**src/rtl/ps2_key_decoder_if.sv**
```systemverilog
// Scan-code input strobe and key-event FIFO handshake between the PS/2
// byte source, the decoder and the event consumer.
interface ps2_key_decoder_if;
  logic       code_valid;
  logic [7:0] code_data;
  logic       ev_ready;
  logic       ev_valid;
  logic [7:0] ev_ascii;
  logic [7:0] ev_code;
  logic       ev_release;
  logic       ev_ext;

  // Byte source / event consumer side
  modport master (
    output code_valid, code_data, ev_ready,
    input  ev_valid, ev_ascii, ev_code, ev_release, ev_ext
  );

  // Decoder side
  modport slave (
    input  code_valid, code_data, ev_ready,
    output ev_valid, ev_ascii, ev_code, ev_release, ev_ext
  );
endinterface

```
**src/rtl/ps2_key_decoder.sv**
```systemverilog
// PS/2 Set-2 scan-code decoder: resolves E0/F0 prefixes, tracks Shift/Ctrl/
// CapsLock, translates key events to ASCII and queues them in a show-ahead FIFO.
module ps2_key_decoder #(
  parameter int unsigned DEPTH   = 8,
  parameter int unsigned TIMEOUT = 50000
) (
  input  logic                 clk,
  input  logic                 rst_n,
  ps2_key_decoder_if.slave     bus,
  output logic [2:0]           mods,
  output logic                 ovf,
  input  logic                 ovf_clr
);

  localparam int unsigned AW = $clog2(DEPTH);
  localparam int unsigned TW = $clog2(TIMEOUT) + 1;

  typedef enum logic [1:0] {IDLE, EXT, BRK, EXTBRK} state_t;

  typedef struct packed {
    logic [7:0] ascii;
    logic [7:0] code;
    logic       rel;
    logic       ext;
  } event_t;

  state_t        state_q;
  logic [TW-1:0] timer_q;
  logic          shl_q, shr_q, ctl_q, ctr_q, caps_q;
  event_t        mem_q [DEPTH];
  logic [AW-1:0] wr_q, rd_q;
  logic [AW:0]   cnt_q;

  logic       is_e0, is_f0, is_ctl;
  logic       emit, emit_rel, emit_ext;
  logic [7:0] emit_ascii;
  logic       full, push, pop, drop;

  // Scan code to ASCII for non-extended keys; letters case-adjusted by upper
  function automatic logic [7:0] to_ascii(input logic [7:0] c, input logic upper);
    logic [7:0] a;
    a = '0;
    case (c)
      8'h1C: a = 8'h61; 8'h32: a = 8'h62; 8'h21: a = 8'h63; 8'h23: a = 8'h64;
      8'h24: a = 8'h65; 8'h2B: a = 8'h66; 8'h34: a = 8'h67; 8'h33: a = 8'h68;
      8'h43: a = 8'h69; 8'h3B: a = 8'h6A; 8'h42: a = 8'h6B; 8'h4B: a = 8'h6C;
      8'h3A: a = 8'h6D; 8'h31: a = 8'h6E; 8'h44: a = 8'h6F; 8'h4D: a = 8'h70;
      8'h15: a = 8'h71; 8'h2D: a = 8'h72; 8'h1B: a = 8'h73; 8'h2C: a = 8'h74;
      8'h3C: a = 8'h75; 8'h2A: a = 8'h76; 8'h1D: a = 8'h77; 8'h22: a = 8'h78;
      8'h35: a = 8'h79; 8'h1A: a = 8'h7A;
      default: a = '0;
    endcase
    if (a != '0) begin
      if (upper) a = a - 8'h20;
    end else begin
      case (c)
        8'h45: a = 8'h30; 8'h16: a = 8'h31; 8'h1E: a = 8'h32; 8'h26: a = 8'h33;
        8'h25: a = 8'h34; 8'h2E: a = 8'h35; 8'h36: a = 8'h36; 8'h3D: a = 8'h37;
        8'h3E: a = 8'h38; 8'h46: a = 8'h39;
        8'h29: a = 8'h20; 8'h5A: a = 8'h0D; 8'h66: a = 8'h08; 8'h0D: a = 8'h09;
        8'h76: a = 8'h1B;
        default: a = '0;
      endcase
    end
    return a;
  endfunction

  assign is_e0  = bus.code_data == 8'hE0;
  assign is_f0  = bus.code_data == 8'hF0;
  assign is_ctl = bus.code_data inside {8'hAA, 8'hFA, 8'hEE, 8'hFE, 8'h00, 8'hFF};

  // Decide whether the incoming byte completes a key event, and its flags
  always_comb begin
    emit     = 1'b0;
    emit_rel = 1'b0;
    emit_ext = 1'b0;
    if (bus.code_valid) begin
      unique case (state_q)
        IDLE:   emit = !(is_e0 || is_f0 || is_ctl);
        EXT:    begin emit = !(is_e0 || is_f0); emit_ext = 1'b1; end
        BRK:    begin emit = !(is_e0 || is_f0); emit_rel = 1'b1; end
        EXTBRK: begin emit = !(is_e0 || is_f0); emit_rel = 1'b1; emit_ext = 1'b1; end
        default: emit = 1'b0;
      endcase
    end
  end

  // ASCII is looked up against the modifier state before this event applies
  assign emit_ascii = emit_ext ? 8'h00
                    : to_ascii(bus.code_data, (shl_q | shr_q) ^ caps_q);

  // Prefix state machine with inter-byte timeout
  always_ff @(posedge clk or negedge rst_n) begin
    if (!rst_n) begin
      state_q <= IDLE;
      timer_q <= '0;
    end else if (bus.code_valid) begin
      timer_q <= '0;
      unique case (state_q)
        IDLE:    if (is_e0) state_q <= EXT; else if (is_f0) state_q <= BRK;
        EXT:     if (is_f0) state_q <= EXTBRK; else if (!is_e0) state_q <= IDLE;
        BRK:     if (!(is_e0 || is_f0)) state_q <= IDLE;
        EXTBRK:  if (!(is_e0 || is_f0)) state_q <= IDLE;
        default: state_q <= IDLE;
      endcase
    end else if (state_q != IDLE) begin
      if (timer_q == TW'(TIMEOUT - 1)) begin
        state_q <= IDLE;
        timer_q <= '0;
      end else begin
        timer_q <= timer_q + 1'b1;
      end
    end
  end

  // Modifier tracking; updates on every emitted event, even when it is dropped
  always_ff @(posedge clk or negedge rst_n) begin
    if (!rst_n) begin
      shl_q  <= 1'b0;
      shr_q  <= 1'b0;
      ctl_q  <= 1'b0;
      ctr_q  <= 1'b0;
      caps_q <= 1'b0;
    end else if (emit) begin
      if (!emit_ext) begin
        if (bus.code_data == 8'h12) shl_q <= !emit_rel;
        if (bus.code_data == 8'h59) shr_q <= !emit_rel;
        if (bus.code_data == 8'h14) ctl_q <= !emit_rel;
        if (bus.code_data == 8'h58 && !emit_rel) caps_q <= !caps_q;
      end else if (bus.code_data == 8'h14) begin
        ctr_q <= !emit_rel;
      end
    end
  end

  assign mods = {caps_q, ctl_q | ctr_q, shl_q | shr_q};

  assign full = cnt_q == (AW+1)'(DEPTH);
  assign pop  = bus.ev_valid & bus.ev_ready;
  assign push = emit & (!full | pop);
  assign drop = emit & full & !pop;

  // Event FIFO storage and pointers; storage is reset so the head reads zero
  always_ff @(posedge clk or negedge rst_n) begin
    if (!rst_n) begin
      for (int unsigned i = 0; i < DEPTH; i++) mem_q[i] <= '0;
      wr_q  <= '0;
      rd_q  <= '0;
      cnt_q <= '0;
    end else begin
      if (push) begin
        mem_q[wr_q] <= '{ascii: emit_ascii, code: bus.code_data,
                         rel: emit_rel, ext: emit_ext};
        wr_q <= wr_q + 1'b1;
      end
      if (pop) rd_q <= rd_q + 1'b1;
      case ({push, pop})
        2'b10:   cnt_q <= cnt_q + 1'b1;
        2'b01:   cnt_q <= cnt_q - 1'b1;
        default: cnt_q <= cnt_q;
      endcase
    end
  end

  // Sticky overflow flag; a drop outranks a clear in the same cycle
  always_ff @(posedge clk or negedge rst_n) begin
    if (!rst_n)       ovf <= 1'b0;
    else if (drop)    ovf <= 1'b1;
    else if (ovf_clr) ovf <= 1'b0;
  end

  assign bus.ev_valid = cnt_q != '0;
  assign {bus.ev_ascii, bus.ev_code, bus.ev_release, bus.ev_ext} = mem_q[rd_q];

endmodule
```
**src/flat_wrapper.sv**
```systemverilog
// flat-port wrapper written by rule: the top's interface ports become plain ports
module ps2_key_decoder_flat 
#(
  parameter int unsigned DEPTH   = 8,
  parameter int unsigned TIMEOUT = 50000
)
  (clk, rst_n, mods, ovf, ovf_clr, bus_code_valid, bus_code_data, bus_ev_ready, bus_ev_valid, bus_ev_ascii, bus_ev_code, bus_ev_release, bus_ev_ext);
  ps2_key_decoder_if bus_i ();
  input  logic clk;
  input  logic rst_n;
  output logic [2:0] mods;
  output logic ovf;
  input  logic ovf_clr;
  input wire logic [$bits(bus_i.code_valid)-1:0] bus_code_valid;
  input wire logic [$bits(bus_i.code_data)-1:0] bus_code_data;
  input wire logic [$bits(bus_i.ev_ready)-1:0] bus_ev_ready;
  output wire logic [$bits(bus_i.ev_valid)-1:0] bus_ev_valid;
  output wire logic [$bits(bus_i.ev_ascii)-1:0] bus_ev_ascii;
  output wire logic [$bits(bus_i.ev_code)-1:0] bus_ev_code;
  output wire logic [$bits(bus_i.ev_release)-1:0] bus_ev_release;
  output wire logic [$bits(bus_i.ev_ext)-1:0] bus_ev_ext;
  assign bus_i.code_valid = bus_code_valid;
  assign bus_i.code_data = bus_code_data;
  assign bus_i.ev_ready = bus_ev_ready;
  assign bus_ev_valid = bus_i.ev_valid;
  assign bus_ev_ascii = bus_i.ev_ascii;
  assign bus_ev_code = bus_i.ev_code;
  assign bus_ev_release = bus_i.ev_release;
  assign bus_ev_ext = bus_i.ev_ext;
  ps2_key_decoder #(.DEPTH(DEPTH), .TIMEOUT(TIMEOUT)) u_core (.clk(clk), .rst_n(rst_n), .bus(bus_i), .mods(mods), .ovf(ovf), .ovf_clr(ovf_clr));
endmodule
```
**config.mk**
```make
export PLATFORM = sky130hd
export DESIGN_NAME = ps2_key_decoder_flat
export DESIGN_NICKNAME = d
export VERILOG_FILES = /design/src/rtl/ps2_key_decoder_if.sv /design/src/rtl/ps2_key_decoder.sv /design/src/flat_wrapper.sv
export SDC_FILE = /design/constraint.sdc
export NUM_CORES = 1
export LEC_CHECK = 0
export ABC_AREA = 1
export CAP_MARGIN = 10
export CORE_UTILIZATION = 56
export CTS_BUF_LIST = sky130_fd_sc_hd__clkbuf_16
export CTS_CLUSTER_SIZE = 28
export DETAILED_ROUTE_END_ITERATION = 6
export PLACE_DENSITY = 0.77
export SYNTH_ARGS = -nofsm -noshare
export SYNTH_HDL_FRONTEND = slang
export SYNTH_SLANG_ARGS = --single-unit
```
**constraint.sdc**
```tcl
create_clock -name clk -period 2 [get_ports clk]
set_input_delay 0.4 -clock clk [delete_from_list [all_inputs] [get_ports clk]]
set_output_delay 0.4 -clock clk [all_outputs]
set_load 0.05 [all_outputs]
```
Word level (Yosys, flattened, before mapping)
Memory sizes are Yosys's and may differ from the RTL's.
Index checks and enable logic that the tools add are counted.
Widths: inputs -> output; s select.

storage, ports and cells
  register bits after elaboration = 179
  input bits = 13
  bits in latches = 0
  output and inout bits = 23
  word-level logic and storage cells = 161
  ROM bits = 896
  memories kept = 1
  memory bits (writable) = 0

cells by class
  equal/unequal tests = 36
  add/subtract/negate cells = 6
  mux-type cells = 32
  order comparisons = 3
  $mul = 0
  reductions and logical operators = 29
  div/mod/pow operators = 0
  shifts and indexed selects = 0
  bitwise logic cells = 11

memories
  name              words  width  rd ports  clocked after Yosys merged registers in  wr ports  line                   source
  (name not given)  128    7      1         0                                        0         ps2_key_decoder.sv:43  case (c)

operators with widths
  cell                   count
  $bwmux 144             1
  $pmux 6 s15            1
  $eq 8x6->1 const B     7
  $eq 8x7->1 const B     7
  $eq 8x8->1 const B     7
  $bmux 18 s3            1
  $demux 18 s3           1
  $mux 18                3
  $mux 17                3
  $eq 8x5->1 const B     4
  $mux 8                 4
  $add 17x1->17 const B  1
  $eq 17x16->1 const B   1
  $mux 2                 8
  $reduce_and 3->1       5
  $reduce_bool 2->1      5
  $eq 8x4->1 const B     1
  $ge 4x4->1 const B     2
  $logic_not 8->1        1
  $not 3->4              2
  $pmux 4 s2             1
  $reduce_bool 8->1      1
  $sub 8x6->8 const B    1
  $mux 1                 7
  25 further kinds       42

Longest topological paths before layout
Gate-level depths: netlist of run 1.

  depth after elaboration = 9
  depth in mapped cells = 18
  depth with buffers taken out = 16

Worst setup path after synthesis of run 1
No wires, ideal clock.

  path type = input-to-reg
  from = input bus_code_data[1]
  to = register u_core.cnt_q[2]
  setup time = 0.128 ns
  buffers on the path = 2
  stages = 18
  setup slack = -0.717 ns
  arrival time = 2.589 ns
  required time = 1.872 ns
  cells stage by stage = inv_1 > buf_2 > ha_1 > inv_1 > nor3_2 > nand3_1 > nand4_1 > nand2_1 > nand3_2 > buf_12 > ha_1 > nand2_1 > inv_1 > nor2_1 > ha_1 > a21oi_1 > xnor2_1 > o21ai_0

on the way
  word-level cells in the longest chain between the ends = 9
  elaborated cells between the ends (all ways) = 20
  those cells by class = eq/ne (9); mux (3); bitwise (1); reduce/logical (7)

RTL lines
  element                                                line                    source
  from (decl)                                            flat_wrapper.sv:15      input wire logic [$bits(bus_i.code_data)-1:0] bus_code_data;
  $eq 8x8->1, or another cell as far along               ps2_key_decoder.sv:70   assign is_ctl = bus.code_data inside {8'hAA, 8'hFA, 8'hEE, 8'hFE, 8'h00, 8'hFF};
  $reduce_bool 6->1 or $logic_or 1x1->1 (tied branches)  --
  $logic_or 1x1->1                                       ps2_key_decoder.sv:79   IDLE: emit = !(is_e0 || is_f0 || is_ctl);
  $logic_not 1->1                                        ps2_key_decoder.sv:79
  $pmux 1 s2 (*)                                         ps2_key_decoder.sv:78   unique case (state_q)
  $mux 1 (*)                                             ps2_key_decoder.sv:77   if (bus.code_valid) begin
  $and 1x1->1 (*)                                        ps2_key_decoder.sv:140  assign push = emit & (!full | pop);
  $eq 2x1->1 or $eq 2x2->1 (tied branches)               ps2_key_decoder.sv:157  case ({push, pop})
  $pmux 4 s2 or $reduce_bool 2->1 (tied branches)        --
  to (signal assigned)                                   ps2_key_decoder.sv:158  2'b10: cnt_q <= cnt_q + 1'b1;
  to (signal assigned)                                   ps2_key_decoder.sv:159  2'b01: cnt_q <= cnt_q - 1'b1;
  to (signal assigned)                                   ps2_key_decoder.sv:160  default: cnt_q <= cnt_q;
  to (decl)                                              ps2_key_decoder.sv:32   logic [AW:0] cnt_q;

Every way passes the cells marked *; elsewhere a longest branch is shown, timed or not.
A chain may end at the register's enable or synchronous reset.

Worst setup path in the final report of run 1
  from = register u_core.rd_q[0]
  to = output bus_ev_ascii[2]

on the way
  word-level cells in the longest chain between the ends = 4

RTL lines
  element                                      line                    source
  from (decl)                                  ps2_key_decoder.sv:31   logic [AW-1:0] wr_q, rd_q;
  from (signal assigned)                       ps2_key_decoder.sv:156  if (pop) rd_q <= rd_q + 1'b1;
  $not 3->4 (not written as such)              ps2_key_decoder.sv:173  assign {bus.ev_ascii, bus.ev_code, bus.ev_release, bus.ev_ext} = mem_q[rd_q];
  $bmux 18 s3                                  ps2_key_decoder.sv:173
  $mux 18 (not written as such) (2 in series)  ps2_key_decoder.sv:173
  to (decl)                                    flat_wrapper.sv:18      output wire logic [$bits(bus_i.ev_ascii)-1:0] bus_ev_ascii;

Every way passes these cells. The select of a mux whose other input is x is not followed.

==> metrics.md, run 1 <==
| Metric | Value |
|---|---|
| Outcome | complete, but fails checks |
| Failing checks | design-rule violations, negative setup slack |
| Worst Path Arrival | 2.24 ns |
| Fill cell count | 821 |
| Logic gate share of total power | a little under 60% |
| GRT Total Usage | 33.2% |
| Global-route wire length before repair | 46000 um |
| CTS tree | built |
| Clock Tree Root | clkbuf_16 |
| Die Y | 134 um |
| Internal | 0.0127 W |
| Yosys cell types | 42 |
| Slew Limit Fails | 0 |
| Drt pass-1 iters | 7 |
| Critical Path RT | 1.60 ns |
| Clock-pin slew of the registers on the worst-case setup and hold paths | approximately 0.07 ns |
| Crit path capture type | output port |
| Syn nets | 1291 |
| Die Wd | 134 um |
| Adder-cell share of the synthesized area | 1.93% |
| Later-pin clock latency in the skew report | 0.45 ns |
| Syn_area_per_cell | 7.71 um2 |
| Worst slew margin | 46.9% |
| Syn-to-layout area delta | 47.0% |
| Switching share of total power | 46.5% |
| Post-layout util | around 85% |
| Routed wire length per instance | between 20 and 25 um |
| Clock tree buffer depth | 2 |
| Clock Power Share | 14.7% |
| Synthesized area | 0.00973 mm2 |
| Number of global-route vias before repair | between 9000 and 10000 |
| Total die area | ~0.018 mm2 |
| Setup Skew | 0.0129 ns |
| CP startpoint kind | flop |
| Crit path max-delay cell type | dfrtp_2 |
| Unrepaired setup endpoints after global routing | yes |
| Maximum clock frequency | 0.379 GHz |
| Commonest non-fill, non-tap cell in the layout | nand2_1 |
| Post-Synth Simple-Gate Area | 28.4% |
| Vias | 10900 |
| Post-Route WL | 39300 um |
| Crit path time final | 2.64 ns |
| TritonCTS Buffers | 17 |
| Synth Register Bits | 179 |
| Mux cell area share after synthesis | 0% |
| Post-synthesis sequential area ratio | 46.0% |
| DRC viols | 5 |
| Initial antenna violation count | 1 |
| Post-Synth XOR/XNOR Area | 1.08% |
| DRT antenna net count | 0 |
| Dpl hpwl | 18500 um |
| Final hold viol count | 0 |
| Setup ws final | -0.641 ns |
| Pin count of the biggest net entering global routing | 48 |
| Initial Utilization | 58.1% |
| Final setup vio count | between 80 and 90 |
| Worst hold path type | in2async |
| Most frequent cells in the layout | nand2_1 (230), dfrtp_1 (177), nor2_1 (165) |
| PD cells | 1660 mW/mm2 |
| Leak | 6.75 nW |
| Final Wtd Congestion | 0.889 |
| Largest family of logic cells by synthesized area | simple AND/OR/NAND/NOR gates |
| Grt ovf | 0 |
| Peak supply drop | 1.73 mV |
| Core area | 0.0168 mm2 |
| Port Buffer Count | 35 |
| Nets | 1474 |
| Top cell by count, worst path | buf_12 |
| Floorplan row count | 47 |
| Crit Path Max Fanout | 16 |
| Flop pwr share | about a quarter |
| CP Class | reg2out |
| Switching pwr | 0.0111 W |
| Hold_ws | 0.384 ns |
| Compound-gate portion of the synthesized area | roughly 14% |
| Actual slew at the worst max-slew pin | 0.788 ns |
| Mapped Cells | 1263 |
| Slowest stage delay, CP | 0.49 ns |
| IO Pins | 36 |
| DR iter-0 viols | 1521 |
| Cell Chain, Critical Path | clkinv_4 -> buf_12 -> o21ai_0 -> o22ai_1 -> nor2_1 -> a31oi_4 -> buf_12 |
| H-tree depth | 4 |
| Via/cell ratio | between 6 and 7 |
| Max-Cap Viols | 0 |
| Layout cells sized above 1 | 35.3% |
| Clock Sinks | 179 |
| Yosys warning count | 0 |
| Tcrit/Tclk final | 132% |
## critical path: cells and delay by family, from the launching register on
| family | cells | cell delay (ns) |
|---|---|---|
| compound gates | 3 | 0.45 |
| buf+inv | 3 | 0.61 |
| simple gates | 1 | 0.23 |
| flops | 1 | 0.49 |
## state kept, by name, summed over array words and instances, names as in the netlist
signal and count:
u_core.caps_q 1, u_core.state_q 2, u_core.ctl_q 1, u_core.mem_q 144, u_core.wr_q 3, u_core.rd_q 3, u_core.ctr_q 1, u_core.shr_q 1
u_core.ovf 1, u_core.cnt_q 4, u_core.timer_q 17, u_core.shl_q 1
## cell type report
cell class	count	area, um2	share of cell area (%)
Sequential cell	179	4480	31.3
Tap cell	220	275	1.92
Antenna cell	1	2.50	0.0175
Multi-Input combinational cell	925	5630	39.3
Clock buffer	17	425	2.97
Timing Repair Buffer	235	2920	20.4
Inverter	88	408	2.85
Clock inverter	15	171	1.20
## metrics by stage
stage	cells	area, um2	setup TNS (ns)	total power (W)	worst slack [ns]
3_3_place_gp	1589	11800	-111.96	0.0163	-0.800
4_1_cts	1641	12800	-6.04	0.0207	-0.370
3_5_place_dp	1589	11800	-119.22	0.0166	-0.874
5_1_grt	1679	14300	-19.76	0.0245	-0.678
6_report	1680	14300	-10.52	0.0238	-0.641
2_1_floorplan	1263	10100	-1.85	0.0125	-0.393
## final timing paths
path | startpoint | end | slack, ns | depth (start not counted)
worst max register to register | u_core.cnt_q[0]$_DFFE_PN0P_ | u_core.mem_q[4]$_DFFE_PN0P_ | -0.46 | 11
worst min-delay path | rst_n | u_core.mem_q[43]$_DFFE_PN0P_ | 0.38 | 2
worst max-delay path | u_core.rd_q[0]$_DFFE_PN0P_ | bus_ev_ascii[2] | -0.64 | 7
worst min register to register | u_core.mem_q[31]$_DFFE_PN0P_ | u_core.mem_q[31]$_DFFE_PN0P_ | 0.49 | 2
max in group asynchronous | rst_n | u_core.rd_q[1]$_DFFE_PN0P_ | 0.92 | 3
min in group clk | u_core.mem_q[31]$_DFFE_PN0P_ | u_core.mem_q[31]$_DFFE_PN0P_ | 0.49 | 2
## layer usage
metal	up-vias	wire [um]	GRT usage, %	share of wire, %
met4	0	3190	14.3	8.1
met3	320	4590	5.59	12
li1	4550	-	-	-
met2	896	18200	57.4	46
met5	-	0	0	0
met1	5173	13300	40.9	34
## cells in the mapped netlist
master | count | share of area, %
nand2_1 | 300 | 12
nor2_1 | 186 | 7.2
dfrtp_1 | 179 | 46
o21ai_0 | 148 | 7.6
nand3_1 | 82 | 4.2
inv_1 | 73 | 2.8
o21ai_1 | 46 | 2.4
clkbuf_1 | 31 | 1.2
a21oi_1 | 23 | 1.2
nand4_1 | 21 | 1.3
a31oi_1 | 20 | 1.3
buf_6 | 20 | 2.3
o22ai_1 | 19 | 1.2
ha_1 | 15 | 1.9
inv_2 | 11 | 0.42
nand2_2 | 10 | 0.64
nor3_1 | 10 | 0.51
buf_4 | 8 | 0.62
xor2_1 | 8 | 0.72
buf_2 | 7 | 0.36
nor2_8 | 7 | 1.4
nor4_1 | 5 | 0.32
buf_1 | 4 | 0.15
nor2_2 | 4 | 0.26
xnor2_1 | 4 | 0.36
clkinv_1 | 3 | 0.12
nand3_2 | 3 | 0.31
nor3_2 | 2 | 0.21
a21oi_2 | 1 | 0.090
a22oi_1 | 1 | 0.077
a2bb2oi_1 | 1 | 0.090
buf_12 | 1 | 0.21
inv_4 | 1 | 0.064
nand2_4 | 1 | 0.12
nand3b_1 | 1 | 0.077
nor2_4 | 1 | 0.12
nor3b_1 | 1 | 0.077
o2111ai_1 | 1 | 0.090
o211a_1 | 1 | 0.10
o211ai_1 | 1 | 0.077
o31ai_1 | 1 | 0.077
or2_2 | 1 | 0.064
## power groups by stage
stage	registers [W]	clock network (W)	logic [W]
3_5_place_dp	0.00586	0	0.0108
3_3_place_gp	0.00580	0	0.0105
4_1_cts	0.00586	0.00343	0.0114
6_report	0.00623	0.00350	0.0141
5_1_grt	0.00631	0.00363	0.0146
2_1_floorplan	0.00567	0	0.00680
## cells by family (layout without fill, tap and decap cells)
logic type	Yosys count	after routing
adder cells (fa/ha/maj)	15	15
buffers and inverters	159	355
XOR/XNOR	12	12
AND/OR/NAND/NOR	635	635
other	0	1
AO/OA/AOI/OAI	263	263
flip-flops	179	179
## repair_timing
item	4_1_cts	5_1_grt
pin swaps	29	75
gates cloned	2	24
hold buffers	1	0
buffers inserted	18	17
hold endpoints to repair	21	0
resized for setup	110	290
endpoints found under the setup margin	176	149
Power figures use the tool's default switching activity.
==> run 2: changes to the inputs <==
Settings changed: CORE_UTILIZATION 56 to 58, CTS_BUF_LIST sky130_fd_sc_hd__clkbuf_16 to sky130_fd_sc_hd__clkbuf_4 sky130_fd_sc_hd__clkbuf_8, MAX_ROUTING_LAYER set to met4, PLACE_DENSITY 0.77 to 0.79.
==> metrics.md, run 2 (synthesis results as in run 1) <==
| Metric | Value |
|---|---|
| Outcome | complete, but fails checks |
| Failing checks | negative setup slack |
| Number of flip-flops in the largest register | 144 |
| Reg area | ~0.0045 mm2 |
| CP startpoint kind | flop |
| Later-pin clock latency in the skew report | 0.49 ns |
| PD cells | 1640 mW/mm2 |
| Core area | 0.0161 mm2 |
| Layout cells sized above 1 | 29.8% |
| Crit path time final | approximately 2.5 ns |
| Die Y | 132 um |
| Clock tree buffer depth | 2 |
| Slew Limit Fails | 0 |
| CTS tree | built |
| Biggest register | u_core.mem_q |
| Area of the multi-input gates | 0.00528 mm2 |
| TritonCTS Buffers | 17 |
| Ant. Diodes | 0 |
| Leak | 6.55 nW |
| Number of global-route vias before repair | between 9000 and 10000 |
| Via/cell ratio | about 6.5 |
| Final Wtd Congestion | 0.950 |
| PnR Total Power | ~0.022 W |
| Max-Cap Viols | 0 |
| Total die area | 0.0173 mm2 |
| Grt ovf | 0 |
| Syn-to-layout area delta | 40.3% |
| H-tree depth | 4 |
| Setup Skew | 0.0166 ns |
| Initial Utilization | 60.4% |
| Routed wire length per instance | between 20 and 25 um |
| Floorplan row count | 46 |
| Dpl hpwl | 19700 um |
| IO Pins | 36 |
| Crit Path Max Fanout | 12 |
| Drt pass-1 iters | 7 |
| Die Wd | 132 um |
| Pin count of the biggest net entering global routing | 46 |
| Biggest regs | u_core.mem_q: 144 flops, u_core.timer_q: 17 flops, u_core.cnt_q: 4 flops |
| Vias | 10900 |
| Initial antenna violation count | 0 |
| Clock Sinks | 179 |
| GRT Total Usage | 38.3% |
| Final setup vio count | 79 |
| Flop2flop setup slack | -0.13 ns |
| Maximum clock frequency | 0.394 GHz |
| Worst hold path type | in2async |
| CP Class | reg2out |
| Worst Path Arrival | between 2 and 2.5 ns |
| Nets | 1483 |
| Most frequent cells in the layout | nand2_1 (286), dfrtp_1 (177), nor2_1 (155) |
| Worst R2R Path Depth | 12 |
| Port Buffer Count | 35 |
| Global-route wire length before repair | around 50000 um |
| Fill cell count | 852 |
| Unrepaired setup endpoints after global routing | yes |
| DRC viols | 0 |
| Clock-pin slew of the registers on the worst-case setup and hold paths | 0.10 ns |
| Worst slack, placed | -0.904 ns |
| Crit path capture type | output port |
| Commonest non-fill, non-tap cell in the layout | nand2_1 |
| DR iter-0 viols | 1590 |
| DRT antenna net count | 0 |
| Worst slew margin | 67.7% |
| Actual slew at the worst max-slew pin | 0.486 ns |
| Clock Tree Root | clkbuf_8 |
| Final hold viol count | 0 |
| Tcrit/Tclk final | 127% |
| Critical Path RT | ~1.6 ns |
| Peak supply drop | around 1.6 mV |
| Post-Route WL | 37800 um |
| Setup ws final | -0.539 ns |
[run 2: changes by cell type in the layout (fill, tap and decap cells not counted), moves of 13 or more]
| cell | delta |
|---|---|
| buf_4 | +32 |
| buf_6 | -18 |
| clkbuf_16 | -21 |
| clkbuf_8 | +17 |
| nand2_1 | +56 |
| nand2_2 | -44 |
| nand3_1 | +16 |
| nand3_2 | -16 |
| o21ai_0 | +13 |
| o21ai_2 | -22 |
[run 2: layer usage]
| layer | vias to the layer above | share of wire [%] | track usage (%) | routed length, um |
|---|---|---|---|---|
| met5 | - | 0 | - | 0 |
| met4 | 0 | 8.0 | 18.3 | 3040 |
| met3 | 332 | 13 | 8.45 | 4740 |
| met2 | 980 | 45 | 60.2 | 17200 |
| met1 | 5054 | 34 | 46.9 | 12800 |
| li1 | 4548 | - | - | - |
[run 2: worst max-delay path: stages (launching register included)]
cell	delay [ns]
dfrtp_2	0.38
buf_12	0.17
buf_6	0.17
o21ai_0	0.13
o22ai_1	0.27
nor2_1	0.13
a31oi_4	0.24
buf_12	0.17
[run 2: final cells by class]
cell class	count	share of cell area, %
Clock buffer	19	1.82
Inverter	88	3.08
Sequential cell	179	32.8
Clock inverter	10	0.605
Timing Repair Buffer	244	21.0
Multi-Input combinational cell	925	38.7
Tap cell	216	1.98
[run 2: final timing paths]
kind	startpoint	to
min in group clk	bus_code_data[7]	u_core.mem_q[63]$_DFFE_PN0P_
worst max register to register	u_core.cnt_q[3]$_DFFE_PN0P_	u_core.mem_q[8]$_DFFE_PN0P_
worst min-delay path	rst_n	u_core.mem_q[90]$_DFFE_PN0P_
worst max-delay path	u_core.rd_q[0]$_DFFE_PN0P_	bus_ev_code[0]
worst min register to register	u_core.ctl_q$_DFFE_PN0P_	u_core.ctl_q$_DFFE_PN0P_
max in group asynchronous	rst_n	u_core.timer_q[1]$_DFFE_PN0P_
[run 2: repair_timing]
| item | 4_1_cts | 5_1_grt |
|---|---|---|
| hold buffers | 1 | 0 |
| hold endpoints to repair | 33 | 0 |
| pin swaps | 43 | 47 |
| gates resized for setup | 118 | 156 |
| setup buffers | 11 | 12 |
| endpoints found under the setup margin | 171 | 151 |
| gates cloned | 7 | 17 |
[run 2: where the power goes]
| group | internal, W | switching [W] | total (W) |
|---|---|---|---|
| sequential | 0.00504 | 0.00110 | 0.00614 |
| combinational | 0.00580 | 0.00810 | 0.0139 |
| clock | 0.000886 | 0.00142 | 0.00230 |
[run 2: metrics by stage]
stage	std cells	TNS [ns]	area (um2)	hold slack, ns	util, %
2_1_floorplan	1263	-1.85	10100	0.104	-
3_3_place_gp	1604	-110.43	11900	0.322	73.9
3_5_place_dp	1604	-122.31	11900	0.326	73.9
4_1_cts	1652	-7.17	12800	0.376	79.3
5_1_grt	1681	-20.39	13700	0.399	84.8
6_report	1681	-9.70	13700	0.384	84.8
==> run 3: changes to the inputs <==
Settings changed: ABC_CLOCK_PERIOD_IN_PS set to 2000, CORE_UTILIZATION 58 to 46, PLACE_DENSITY 0.79 to 0.65.
==> metrics.md, run 3 (synthesis results as in run 1) <==
| Metric | Value |
|---|---|
| Outcome | complete, but fails checks |
| Failing checks | negative setup slack |
| Crit path capture type | output port |
| Peak supply drop | 0.898 mV |
| Routed wire length per instance | around 18 um |
| Number of flip-flops in the largest register | 144 |
| IO Pins | 36 |
| Clock-pin slew of the registers on the worst-case setup and hold paths | roughly 0.10 ns |
| CP Class | reg2out |
| Final Wtd Congestion | 0.929 |
| Layout cells sized above 1 | between 30% and 40% |
| Die Wd | between 100 and 150 um |
| Reg2reg start | u_core.cnt_q[0]$_DFFE_PN0P_ |
| Maximum clock frequency | between 0.4 and 0.5 GHz |
| Pin count of the biggest net entering global routing | just over 70 |
| Initial Utilization | between 40 and 50% |
| DR iter-0 viols | ~770 |
| Worst reg2reg endpoint | u_core.cnt_q[3]$_DFFE_PN0P_ |
| Tcrit/Tclk final | 121% |
| Biggest regs | u_core.mem_q: 144 flops, u_core.timer_q: 17 flops, u_core.cnt_q: 4 flops |
| DRT antenna net count | 0 |
| Vias | 9678 |
| H-tree depth | 4 |
| CP startpoint | u_core.rd_q[0]$_DFFE_PN0P_ |
| Max-Cap Viols | 0 |
| TritonCTS Buffers | 17 |
| Commonest non-fill, non-tap cell in the layout | nand2_1 |
| Setup ws final | -0.423 ns |
| CTS tree | built |
| Nets | 1484 |
| Most frequent cells in the layout | nand2_1 (278), dfrtp_1 (177), nor2_1 (159) |
| Clock tree buffer depth | 2 |
| Later-pin clock latency in the skew report | 0.47 ns |
| Setup Skew | approximately 0.015 ns |
| Grt ovf | 0 |
| Die Y | 147 um |
| Flop2flop setup slack | 0.01 ns |
| Total die area | 0.0217 mm2 |
| Crit path to | bus_ev_ascii[4] |
| Post-Route WL | 30900 um |
| Crit path time final | 2.42 ns |
| Crit Path Max Fanout | 18 |
| Slew Limit Fails | 0 |
| GRT Total Usage | 28.1% |
| Dpl hpwl | approximately 18000 um |
| Via/cell ratio | 5.57 |
| Worst Path Arrival | between 2 and 2.5 ns |
| Core area | 0.0205 mm2 |
| Hold_ws | 0.273 ns |
| DRC viols | 0 |
| Actual slew at the worst max-slew pin | 0.514 ns |
| Worst slew margin | 65.6% |
| Floorplan row count | 52 |
| Unrepaired setup endpoints after global routing | yes |
| Leak | 6.53 nW |
| Worst hold path type | in2async |
| Clock Tree Root | clkbuf_8 |
| Biggest register | u_core.mem_q |
| PD cells | 1540 mW/mm2 |
| Drt pass-1 iters | 6 |
| Port Buffer Count | 35 |
| Global-route wire length before repair | 46300 um |
| Critical Path RT | 1.60 ns |
| Clock Sinks | 179 |
| Ant. Diodes | 0 |
| Worst R2R Path Depth | 11 |
| Number of global-route vias before repair | 8943 |
| Final setup vio count | 19 |
| Initial antenna violation count | 0 |
| Fill cell count | 1664 |
| Syn-to-layout area delta | 40.6% |
| Post-layout util | between 60% and 70% |
| CP startpoint kind | flop |
| Final hold viol count | 0 |
==> run 3: cell count changes in the layout (fill, tap and decap cells not counted), sizes merged <==
cell           before  now
clkdlybuf4s15       2    1
clkbuf             39   29
inv                89   90
bufinv              0    2
clkinv              7    8
dlygate4sd2         2    3
buf               216  224
bufbuf              0    2
==> run 3: through the flow <==
stage | setup WS, ns | power, W | cell area (um2) | setup TNS, ns | cells
final | -0.423 | 0.0211 | 13700 | -6.15 | 1739
after global routing | -0.462 | 0.0222 | 13700 | -8.15 | 1739
after CTS | -0.385 | 0.0202 | 13100 | -6.33 | 1720
after detailed placement | -0.901 | 0.0166 | 12000 | -122.01 | 1662
after global placement | -0.844 | 0.0164 | 12000 | -116.43 | 1662
after floorplan | -0.393 | 0.0125 | 10100 | -1.85 | 1263
==> run 3: worst min-delay path by stage <==
stage,startpoint,to,slack [ns]
floorplan,rst_n,u_core.caps_q$_DFFE_PN0P_,0.10
global placement,rst_n,u_core.mem_q[128]$_DFFE_PN0P_,0.19
detailed placement,rst_n,u_core.mem_q[128]$_DFFE_PN0P_,0.19
CTS,rst_n,u_core.mem_q[128]$_DFFE_PN0P_,0.27
global route,rst_n,u_core.mem_q[128]$_DFFE_PN0P_,0.26
finish,rst_n,u_core.mem_q[128]$_DFFE_PN0P_,0.27
==> run 3: per-layer routing <==
layer | vias up | track usage (%) | share of wire, %
met5 | - | - | 0
met1 | 4651 | 36.4 | 41
met4 | 0 | 7.42 | 2.4
li1 | 4560 | - | -
met3 | 66 | 4.57 | 7.7
met2 | 401 | 45.7 | 48
==> run 3: worst max-delay path, cell delays in order, from the launching register on <==
cell,delay [ns]
dfrtp_2,0.50
buf_4,0.18
clkbuf_16,0.18
nor2_1,0.23
o22ai_4,0.11
nor2_2,0.14
a31oi_4,0.05
buf_12,0.17
==> run 3: repair_timing <==
item / in CTS / in global routing
gates cloned: 7 / 8
endpoints found under the setup margin: 170 / 139
buffers inserted: 18 / 14
hold endpoints to repair: 142 / 0
resized for setup: 113 / 136
hold buffers: 1 / 0
pin swaps: 34 / 53
==> run 3: area by class of cell <==
cell class,count,area [um2],share of cell area [%]
Tap cell,270,338,2.47
Multi-Input combinational cell,925,5310,38.8
Clock buffer,18,248,1.81
Timing Repair Buffer,245,2750,20.1
Sequential cell,179,4480,32.7
Inverter,88,393,2.87
Clock inverter,14,171,1.25
==> run 3: report_power, final <==
part	internal (W)	switching, W	total, W
Combinational	0.00545	0.00703	0.0125
Clock	0.00119	0.00146	0.00264
Sequential	0.00503	0.000923	0.00596
Total	0.0117	0.00942	0.0211
